--- config.mk ---
export PLATFORM = sky130hd
export DESIGN_NAME = hsv_core_flush_ctrl
export DESIGN_NICKNAME = d
export VERILOG_FILES = /design/src/rtl/hsv_core_flush_ctrl.sv
export SDC_FILE = /design/constraint.sdc
export NUM_CORES = 1
export LEC_CHECK = 0
export ABC_AREA = 1
export CORE_MARGIN = 5
export CORE_UTILIZATION = 57
export CTS_CLUSTER_SIZE = 20
export DETAILED_ROUTE_END_ITERATION = 7
export DONT_BUFFER_PORTS = 1
export GPL_ROUTABILITY_DRIVEN = 0
export MAX_ROUTING_LAYER = met4
export PLACE_DENSITY = 0.77
export SLEW_MARGIN = 40
export SYNTH_ARGS = -nofsm -noshare
export SYNTH_HDL_FRONTEND = slang
export SYNTH_SLANG_ARGS = --single-unit
--- constraint.sdc ---
create_clock -name clk_core -period 1.6 [get_ports clk_core]
set_input_delay 0.48 -clock clk_core [delete_from_list [all_inputs] [get_ports clk_core]]
set_output_delay 0.48 -clock clk_core [all_outputs]
set_load 0.01 [all_outputs]
--- src/rtl/hsv_core_flush_ctrl.sv ---
// hsv_core_flush_ctrl: flush/trap sequencer for the hsv_core commit stage.
// Runs a four-state flush handshake (RUN, CAPTURE, REQ, RELEASE) with every
// flushable stage on jumps, traps and interrupts. It also produces the flush
// target PC and a one-cycle trap-entry pulse for the CSR unit.
// Optional build macro: HSV_FLUSH_WATCHDOG_EN adds a sticky flush_timeout
// flag, driven by a saturating counter over REQ+RELEASE cycles.
module hsv_core_flush_ctrl #(
  parameter int          NUM_STAGES = 5,
  parameter logic [31:0] RESET_PC   = 32'h0000_0000
`ifdef HSV_FLUSH_WATCHDOG_EN
  ,
  parameter int          TIMEOUT_CYCLES = 255
`endif
) (
  input  logic                  clk_core,
  input  logic                  rst_core_n,
  input  logic                  ctrl_commit,
  input  logic                  ctrl_flush_begin,
  input  logic                  ctrl_trap,
  input  logic [4:0]            ctrl_trap_cause,
  input  logic [31:0]           ctrl_trap_value,
  input  logic [31:0]           ctrl_next_pc,
  input  logic                  irq_pending,
  input  logic [4:0]            irq_cause,
  input  logic [31:0]           trap_vector,
  output logic                  ctrl_begin_irq,
  output logic                  flush_req,
  input  logic [NUM_STAGES-1:0] flush_ack,
  output logic [31:0]           flush_target,
  output logic                  halt,
  output logic                  trap_take,
  output logic                  trap_interrupt,
  output logic [4:0]            trap_cause,
  output logic [31:0]           trap_value,
  output logic [31:0]           trap_epc
`ifdef HSV_FLUSH_WATCHDOG_EN
  ,
  output logic                  flush_timeout
`endif
);

  typedef enum logic [1:0] {
    ST_RUN     = 2'd0,
    ST_CAPTURE = 2'd1,
    ST_REQ     = 2'd2,
    ST_RELEASE = 2'd3
  } state_t;

  state_t state;
  logic   is_irq;

  // An interrupt is accepted only in RUN, only when no flush is starting, and
  // never in a cycle where an instruction retires, so no writeback is lost.
  assign ctrl_begin_irq = (state == ST_RUN) && !ctrl_flush_begin &&
                          irq_pending && !ctrl_commit;

  // Flush sequencer with registered handshake and trap outputs.
  always_ff @(posedge clk_core or negedge rst_core_n) begin
    if (!rst_core_n) begin
      state          <= ST_REQ;
      is_irq         <= 1'b0;
      flush_req      <= 1'b1;
      halt           <= 1'b1;
      flush_target   <= RESET_PC;
      trap_take      <= 1'b0;
      trap_interrupt <= 1'b0;
      trap_cause     <= 5'd0;
      trap_value     <= 32'd0;
      trap_epc       <= 32'd0;
    end else begin
      trap_take <= 1'b0;
      case (state)
        ST_RUN: begin
          if (ctrl_flush_begin) begin
            state  <= ST_CAPTURE;
            is_irq <= 1'b0;
            halt   <= 1'b1;
          end else if (ctrl_begin_irq) begin
            state  <= ST_CAPTURE;
            is_irq <= 1'b1;
            halt   <= 1'b1;
          end
        end
        ST_CAPTURE: begin
          // Commit's registered trap flag/cause/value are valid only now.
          state     <= ST_REQ;
          flush_req <= 1'b1;
          if (is_irq) begin
            trap_take      <= 1'b1;
            trap_interrupt <= 1'b1;
            trap_cause     <= irq_cause;
            trap_value     <= 32'd0;
            trap_epc       <= ctrl_next_pc;
            flush_target   <= trap_vector;
          end else if (ctrl_trap) begin
            trap_take      <= 1'b1;
            trap_interrupt <= 1'b0;
            trap_cause     <= ctrl_trap_cause;
            trap_value     <= ctrl_trap_value;
            trap_epc       <= ctrl_next_pc;
            flush_target   <= trap_vector;
          end else begin
            flush_target   <= ctrl_next_pc;
          end
        end
        ST_REQ: begin
          if (&flush_ack) begin
            flush_req <= 1'b0;
            state     <= ST_RELEASE;
          end
        end
        ST_RELEASE: begin
          // flush_target holds here; stages load it while ack=1, req=0.
          if (!(|flush_ack)) begin
            state <= ST_RUN;
            halt  <= 1'b0;
          end
        end
        default: begin
          state     <= ST_REQ;
          flush_req <= 1'b1;
          halt      <= 1'b1;
        end
      endcase
    end
  end

`ifdef HSV_FLUSH_WATCHDOG_EN
  localparam logic [7:0] WD_LIMIT = 8'(TIMEOUT_CYCLES);

  logic [7:0] wd_cnt;
  logic       wd_sticky;
  logic       wd_busy;
  logic       wd_hit;

  function automatic logic [7:0] sat_inc8(input logic [7:0] v);
    return (v == 8'hFF) ? v : v + 8'd1;
  endfunction

  // wd_cnt equals the number of the current REQ/RELEASE cycle, so the
  // flag is raised in the cycle that reaches the limit.
  assign wd_busy       = (state == ST_REQ) || (state == ST_RELEASE);
  assign wd_hit        = wd_busy && (wd_cnt >= WD_LIMIT);
  assign flush_timeout = wd_sticky | wd_hit;

  // Saturating flush-duration counter with a sticky timeout flag.
  always_ff @(posedge clk_core or negedge rst_core_n) begin
    if (!rst_core_n) begin
      wd_cnt    <= 8'd0;
      wd_sticky <= 1'b0;
    end else begin
      if ((state == ST_RUN) && (ctrl_flush_begin || ctrl_begin_irq)) begin
        wd_cnt <= 8'd0;
      end else if (state == ST_CAPTURE) begin
        wd_cnt <= 8'd1;
      end else if (wd_busy) begin
        wd_cnt <= sat_inc8(wd_cnt);
      end
      if (wd_hit) begin
        wd_sticky <= 1'b1;
      end
    end
  end
`endif

endmodule

# After elaboration in Yosys (flattened, before gate mapping)
# Cells that the tools add are included.
# W data, S select, Z words.
# classes
n_eq_ne	6
n_mux	25
reduce_logical	17
# op_table
op	count
$mux W32	6
$mux W1	10
$mux W5	2
$mux W2	4
$pmux W2 S4	1
$reduce_bool A2 Y1	4
$reduce_and A2 Y1	3
$reduce_and A3 Y1	2
$reduce_and A5 Y1	1
$reduce_or A5 Y1	1
$eq A2 B2 Y1 const B	2
$ne A2 B2 Y1 const B	2
$pmux W1 S2	2
$logic_and A1 B1 Y1	3
$ne A3 B3 Y1 const B	1
$eq A2 B1 Y1 const B	1
$logic_not A1 Y1	2
$logic_not A2 Y1	1
# word_totals
register_bits	108
inputBits	117
output_inout_bits	106

# Logic depth before layout (Yosys ltp)
# Gate-level depths: netlist (run 1).
# depth
ltp_word	7
mapped_depth	9
depth_no_buf	8

# Worst setup path before layout (run 1)
# OpenSTA, ideal clock, no wires.
# synth_timing
kind	register to register
start	register state[1]
end	register flush_target[0]
setup_time_ns	0.123
t_arrival_ns	1.447
t_required_ns	1.477
path_slack_ns	0.030
path_stages_with_launch	9
synth_period_minus_slack_ns	1.570
path_cell_list	dfstp_2 -> inv_1 -> ha_1 -> inv_1 -> buf_2 -> buf_2 -> a21oi_1 -> o21ai_0 -> nand2_1
# synth_between
elab_chain_len	1
# synth_lines
item	line_no	text
start: declaration	49	state_t state;
start signal: assignment	60	state <= ST_REQ;
start signal: assignment	75	state <= ST_CAPTURE;
start signal: assignment	79	state <= ST_CAPTURE;
$eq A2 B1 Y1	72	case (state)
end signal: assignment	94	flush_target <= trap_vector;
end signal: assignment	101	flush_target <= trap_vector;
end signal: assignment	103	flush_target <= ctrl_next_pc;
end: declaration	29	output logic [31:0] flush_target,
# No other way between the ends.
# A chain may end at the register's enable or synchronous reset.

# Worst setup path after layout (run 1)
# layout_timing
start	register state[1]
end	output port ctrl_begin_irq
# layout_between
elab_chain_len	4
# layout_lines
item	line_no	text
$logic_not A2 Y1	54	assign ctrl_begin_irq = (state == ST_RUN) && !ctrl_flush_begin &&
$logic_and A1 B1 Y1 (2 in a row)	54	
$logic_and A1 B1 Y1	55	irq_pending && !ctrl_commit;
end: declaration	26	output logic ctrl_begin_irq,
# No other way between the ends.

==> metrics, run 1 <==
switching share of power=between 40% and 50%; vias in the first global route=around 3,300; share of cells above drive strength 1=about 14%; Unique masters post-synth=20; cell taking the most area after synthesis=dfrtp_1; CTS tree=built; Core Region=around 0.008 sq mm; DRT iter0 DRCs=128; Register Area=about 0.0027 sq mm; Port Buffer Count=0; Clock Sinks=108; clk_skew=0.009041 ns; Rows=33; WL per Instance=~19 um; Clock power frac=between 10 and 15%; Tmin final=approximately 1.8 ns; post-synthesis instance total=530; Seq pwr share=just under 50%; top fanout value on the critical path=2; DR pass1 iterations=4; Pwr Total=~11 mW; final design utilization=64.84%; Clock transition at path regs=0.11 ns; DP HPWL=about 7800 um; Peak Freq=around 0.56 GHz; global route overflow=0; I/O pins=223; post-synthesis register bit count=approximately 110; status=finished, violations left; sequential fraction of the synthesis area=58.08%; Total GRT Usage=between 20% and 30%; period utilization=112.5%; largest cells by area after synthesis=dfrtp_1, nand2_1, o21ai_0; P_sw=around 5.0 mW; Crit. End Element=output port; Skew-Pair Late Insertion Delay=between 0.3 and 0.4 ns; Num CTS Buffers=9; failing checks=hold timing, setup timing; Initial Util=between 50 and 60%; Synth top area share=a little under three fifths; cell area after synthesis=approximately 0.0047 sq mm; wire length of the first global-routing pass=about 17,000 um; maximum root-to-sink buffer count=2; hold slack=-0.1926 ns; Die Y=around 100 um; P_int=around 6.5 mW; average cell area after synthesis=8.791 sq um; routed vias/inst=about 5.5; DP Worst Slack=between 0.04 and 0.05 ns; Layout Nets=660; Fin. Hold Viols=approximately 110; largest net degree at the start of global routing=~110; Critical R2R Launch=state[1]$_DFFE_PN1P_; YS warnings=0; CTS H-tree depth=3; reg2reg end=flush_target[1]$_DFFE_PN0P_; Area after DPL=around 0.0047 sq mm; Max Cap Viol=0; cell area power density=~2200 mW/mm^2; post-route ant nets=0; die area=about 0.01 sq mm; Final Non-Filler Cells=650; final wirelength=around 13,000 um; Rel. slew slack=between 60% and 70%; Layout fillers=between 600 and 700; static leakage=between 2 and 3 nW; RSZ-0062 raised after global routing=true; Root Driver=clkbuf_8; Setup crit start kind=flop; antenna violations before repair=1; Worst EP required=roughly 1.1 ns; worst min-delay path class=input pin to asynchronous set/reset pin; Syn Nets=651; Gate power share=36.7%; Crit Path Class=flop to output port; DRC viols=0; Final setup viols=1; worst r2r path cells=9; Arrival @ worst endpoint=1.32 ns; Least-Margin Pin Slew=~0.52 ns; setup ws final=-0.1995 ns; FF-to-FF setup slack=about 0.03 ns; die width=100.4 um; Max Slew Vio Count=0; vias post-DR=roughly 3,600; area of the multi-input gates=0.001630 sq mm; DP Cell Count=just over 600; maximum VDD drop=0.9707 mV; Area growth syn-to-layout=12.62%; design area=0.005248 sq mm
cell usage in the layout (no fill, tap or decap), types with 3 or more instances in the layout:
cell type and count:
a31oi_1 5, a21oi_1 28, o21ai_1 8, inv_1 37
nand4_1 3, inv_2 3, nand2_2 3, dfrtp_1 105
buf_16 3, clkbuf_8 11, nor2_1 10, o21ai_2 10
nand3_1 4, clkbuf_16 5, dfstp_2 3, nand2_1 216
o21ai_0 49, a21oi_2 4, buf_4 11, inv_4 3
clkinv_4 4, buf_6 4
flip-flops by register name (all words and copies together) (netlist names):
register / cells
trap_take: 1
trap_interrupt: 1
trap_cause: 5
trap_value: 32
trap_epc: 32
halt: 1
is_irq: 1
state: 2
flush_req: 1
flush_target: 32
cell type report:
type / instances / share of cell area [%]
Clock buffer: 11 / 2.885
Multi-Input combinational cell: 349 / 31.07
Sequential cell: 108 / 51.57
Timing Repair inverter: 2 / 0.2384
Tap cell: 105 / 2.504
Inverter: 44 / 3.672
Timing Repair Buffer: 25 / 7.153
Antenna cell: 1 / 0.04769
Clock inverter: 5 / 0.8584
worst max-delay path: stages (launching register included):
cell	delay [ns]
dfstp_2	0.55
inv_2	0.05
ha_4	0.17
inv_4	0.06
nor2_4	0.03
nand2_2	0.06
inv_2	0.05
metal layers:
layer | part of all wire [%] | vias up | track usage, %
met5 | 0 | - | -
met4 | 0.95 | 0 | 6.114
met3 | 9.5 | 14 | 6.115
met2 | 50 | 180 | 34.91
met1 | 39 | 1708 | 27.52
li1 | - | 1681 | -
cell usage after synthesis:
library cell  number
o21ai_0           57
inv_2              1
nor2_1            11
buf_6             10
clkbuf_1           2
o21ai_2           10
o21bai_1           1
a31oi_1            5
buf_4              5
a21oi_1           32
nor2_8             2
nand2_1          220
ha_1               4
inv_4              1
buf_2             12
dfstp_2            3
inv_1             42
nand4_1            3
dfrtp_1          105
nand3_1            4
power by group through the flow:
stage          clock, mW  combinational [mW]  sequential (mW)
6_report            1.62                4.22             5.66
2_1_floorplan          0                2.72             5.32
4_1_cts             1.64                3.38             5.67
5_1_grt             1.76                4.74             5.79
3_5_place_dp           0                3.17             5.70
3_3_place_gp           0                2.94             5.68
metrics by stage:
step	hold WS, ns	TNS (ns)
2_1_floorplan	0.1844	0
3_3_place_gp	0.1870	0
3_5_place_dp	0.1872	0
4_1_cts	-0.2126	-0.2669
5_1_grt	-0.2228	-0.3520
6_report	-0.1926	-0.1995
timing repair:
item | CTS | global route
gates resized for setup | 13 | 30
endpoints found under the hold margin | 108 | 108
pin swaps | 1 | 7
buffers inserted | 6 | 2
cloned | 0 | 11
endpoints found under the setup margin | 1 | 97
kinds of logic (layout without fill, tap and decap cells):
family / count (synthesis) / after routing / share of synthesized area (%)
other: 0 / 1 / 0
flip-flops: 108 / 108 / 58.08
AO/OA/AOI/OAI: 105 / 105 / 12.27
buffers and inverters: 73 / 87 / 8.271
adder cells (fa/ha/maj): 4 / 4 / 1.074
AND/OR/NAND/NOR: 240 / 240 / 20.30
worst max-delay path by stage:
stage | start | endpoint
final | state[1]$_DFFE_PN1P_ | ctrl_begin_irq
after global routing | state[1]$_DFFE_PN1P_ | ctrl_begin_irq
after CTS | state[1]$_DFFE_PN1P_ | ctrl_begin_irq
after detailed placement | state[1]$_DFFE_PN1P_ | trap_value[11]$_DFFE_PN0P_
after global placement | state[1]$_DFFE_PN1P_ | trap_value[18]$_DFFE_PN0P_
after floorplan | state[1]$_DFFE_PN1P_ | flush_target[0]$_DFFE_PN0P_
Power figures use the tool's default switching activity.
==> run 2, diff against run 1 <==
--- a/config.mk
+++ b/config.mk
@@ -5,7 +5,6 @@
 export SDC_FILE = /design/constraint.sdc
 export NUM_CORES = 1
 export LEC_CHECK = 0
-export ABC_AREA = 1
 export CORE_MARGIN = 5
 export CORE_UTILIZATION = 57
 export CTS_CLUSTER_SIZE = 20
@@ -18,3 +17,4 @@
 export SYNTH_ARGS = -nofsm -noshare
 export SYNTH_HDL_FRONTEND = slang
 export SYNTH_SLANG_ARGS = --single-unit
+export TNS_END_PERCENT = 20
==> run 2 against run 1 <==
Compared with the run above:
- the run still ends with hold timing, setup timing left
- synthesized area increased by 0.16%
- die area is 0.15% higher
- highest routed layer unchanged
- design area fell by 2.1%
- wire length down 8.2%
- clock skew grew 0.0012 ns
- flip-flop and latch count is the same
- total power decreased by 4.5%
- worst setup slack got worse by 0.053 ns
==> metrics, run 2 <==
cell area power density=2136 mW/mm^2; post-route ant nets=0; vias in the first global route=approximately 3,300; average cell area after synthesis=roughly 9.9 sq um; Clock Sinks=108; Num CTS Buffers=9; DRC viols=0; worst min-delay path class=input pin to asynchronous set/reset pin; Pwr Total=approximately 11 mW; top fanout value on the critical path=2; Post-synth top flop=dfrtp_1; Rows=33; most frequent cells in the layout=nand2_1, dfrtp_1, mux2i_1; cell taking the most area after synthesis=dfrtp_1; WL per Instance=19.61 um; final antenna diode count=0; Layout Nets=approximately 600; Initial Util=approximately 58%; Rel. slew slack=between 70 and 80%; setup ws final=-0.2522 ns; most frequent cell after synthesis=nand2_1; Final setup viols=5; Final Non-Filler Cells=586; final wirelength=~11,000 um; Post-synth EDFFs=0; die area=0.01010 sq mm; CTS tree=built; share of cells above drive strength 1=12.06%; status=finished, violations left; hold slack=-0.1994 ns; Fin. Hold Viols=around 110; Area growth syn-to-layout=10.11%; vias post-DR=roughly 3,200; Worst EP required=roughly 1.1 ns; DP Worst Slack=-0.05157 ns; Clock transition at path regs=around 0.10 ns; DP HPWL=slightly below 8000 um; global route overflow=0; Setup crit start kind=flop; Setup TNS=-0.6897 ns; RSZ-0062 raised after global routing=true; Crit Path Class=flop to output port; Max Cap Viol=0; maximum VDD drop=approximately 1.3 mV; I/O pins=between 200 and 250; Post-synth ARST share=100.0%; routed vias/inst=between 5 and 6; CTS H-tree depth=3; failing checks=hold timing, setup timing; Root Driver=clkbuf_8; maximum root-to-sink buffer count=2; period utilization=115.8%; Synth top cells by count=nand2_1, dfrtp_1, o21ai_0, mux2i_1, nor2_1; die width=100.5 um; Top Registers=flush_target: 32 flops, trap_epc: 32 flops, trap_value: 32 flops; Least-Margin Pin Slew=around 0.43 ns; Crit. End Element=output port; wire length of the first global-routing pass=17,000 um; largest cells by area after synthesis=dfrtp_1, nand2_1, mux2i_1; DR pass1 iterations=4; DRT iter0 DRCs=between 100 and 150; largest net degree at the start of global routing=between 100 and 150; Peak Freq=approximately 0.54 GHz; clk_skew=0.01022 ns; static leakage=between 2 and 2.5 nW; Core Region=0.008093 sq mm; post-synthesis instance total=471; Port Buffer Count=0; post-synthesis register bit count=about 110; Syn Nets=around 600; YS warnings=0; Total GRT Usage=between 20% and 30%; Arrival @ worst endpoint=~1.4 ns; sequential fraction of the synthesis area=57.99%; Synth top area share=a little under three fifths; DP Cell Count=between 500 and 600; cell area after synthesis=around 0.0047 sq mm; commonest non-fill, non-tap cell in the layout=nand2_1; Tmin final=between 1.5 and 2 ns; Die Y=between 100 and 150 um; Skew-Pair Late Insertion Delay=about 0.36 ns; Max Slew Vio Count=0; antenna violations before repair=0; Unique masters post-synth=30
-- run 2: through the flow --
stage          util (%)  cell area, sq um
4_1_cts           60.82              4922
6_report          63.50              5139
2_1_floorplan         -              4667
3_5_place_dp      58.21              4711
3_3_place_gp      58.21              4711
5_1_grt           63.50              5139
-- run 2: area by class of cell --
type | count | area, sq um
fillers | 665 | 2954
flip-flops and latches | 108 | 2706
multi-input cells | 330 | 1810
repair buffers | 22 | 277.8
clock buffers | 10 | 137.6
well taps | 105 | 131.4
clock inverters | 6 | 48.80
inverters | 5 | 26.28
-- run 2: path summary, 6_finish.rpt --
path	start	slack (ns)	end	cells past startpoint
min in group clk_core	ctrl_next_pc[17]	0.22	trap_epc[17]$_DFFE_PN0P_	2
setup / recovery	state[1]$_DFFE_PN1P_	-0.25	ctrl_begin_irq	5
setup reg to reg	state[1]$_DFFE_PN1P_	-0.18	state[1]$_DFFE_PN1P_	8
hold / removal	rst_core_n	-0.20	trap_epc[7]$_DFFE_PN0P_	0
max in group asynchronous	rst_core_n	1.59	flush_req$_DFFE_PN1P_	0
hold reg to reg	flush_req$_DFFE_PN1P_	0.52	flush_req$_DFFE_PN1P_	2
-- run 2: power breakdown --
part,switching [mW],internal (mW),total (mW)
registers,1.57,4.02,5.59
logic,2.09,1.73,3.82
clock network,0.938,0.623,1.56
-- run 2: kinds of logic after synthesis --
group | share of synthesized area [%]
mux | 8.177
simple gates | 19.14
buf+inv | 4.584
flops | 57.99
compound gates | 9.035
fa+ha+maj | 1.072
-- run 2: repair_timing --
item / CTS / global route
buffers inserted: 1 / 8
gates cloned: 0 / 4
endpoints found under the setup margin: 2 / 60
pin swaps: 1 / 8
endpoints found under the hold margin: 108 / 108
gates resized for setup: 6 / 35
-- run 2: metal layers --
layer	part of all wire, %	vias up	track usage [%]
li1	-	1537	-
met1	37	1529	27.01
met2	53	132	35.68
met3	7.9	19	5.675
met4	1.8	0	7.461
met5	0	-	-
-- run 2: critical path, stage by stage (launching register included) --
cell and delay (ns):
dfstp_2 0.55, inv_2 0.05, ha_4 0.16, inv_2 0.06, nor3b_2 0.05, buf_4 0.14
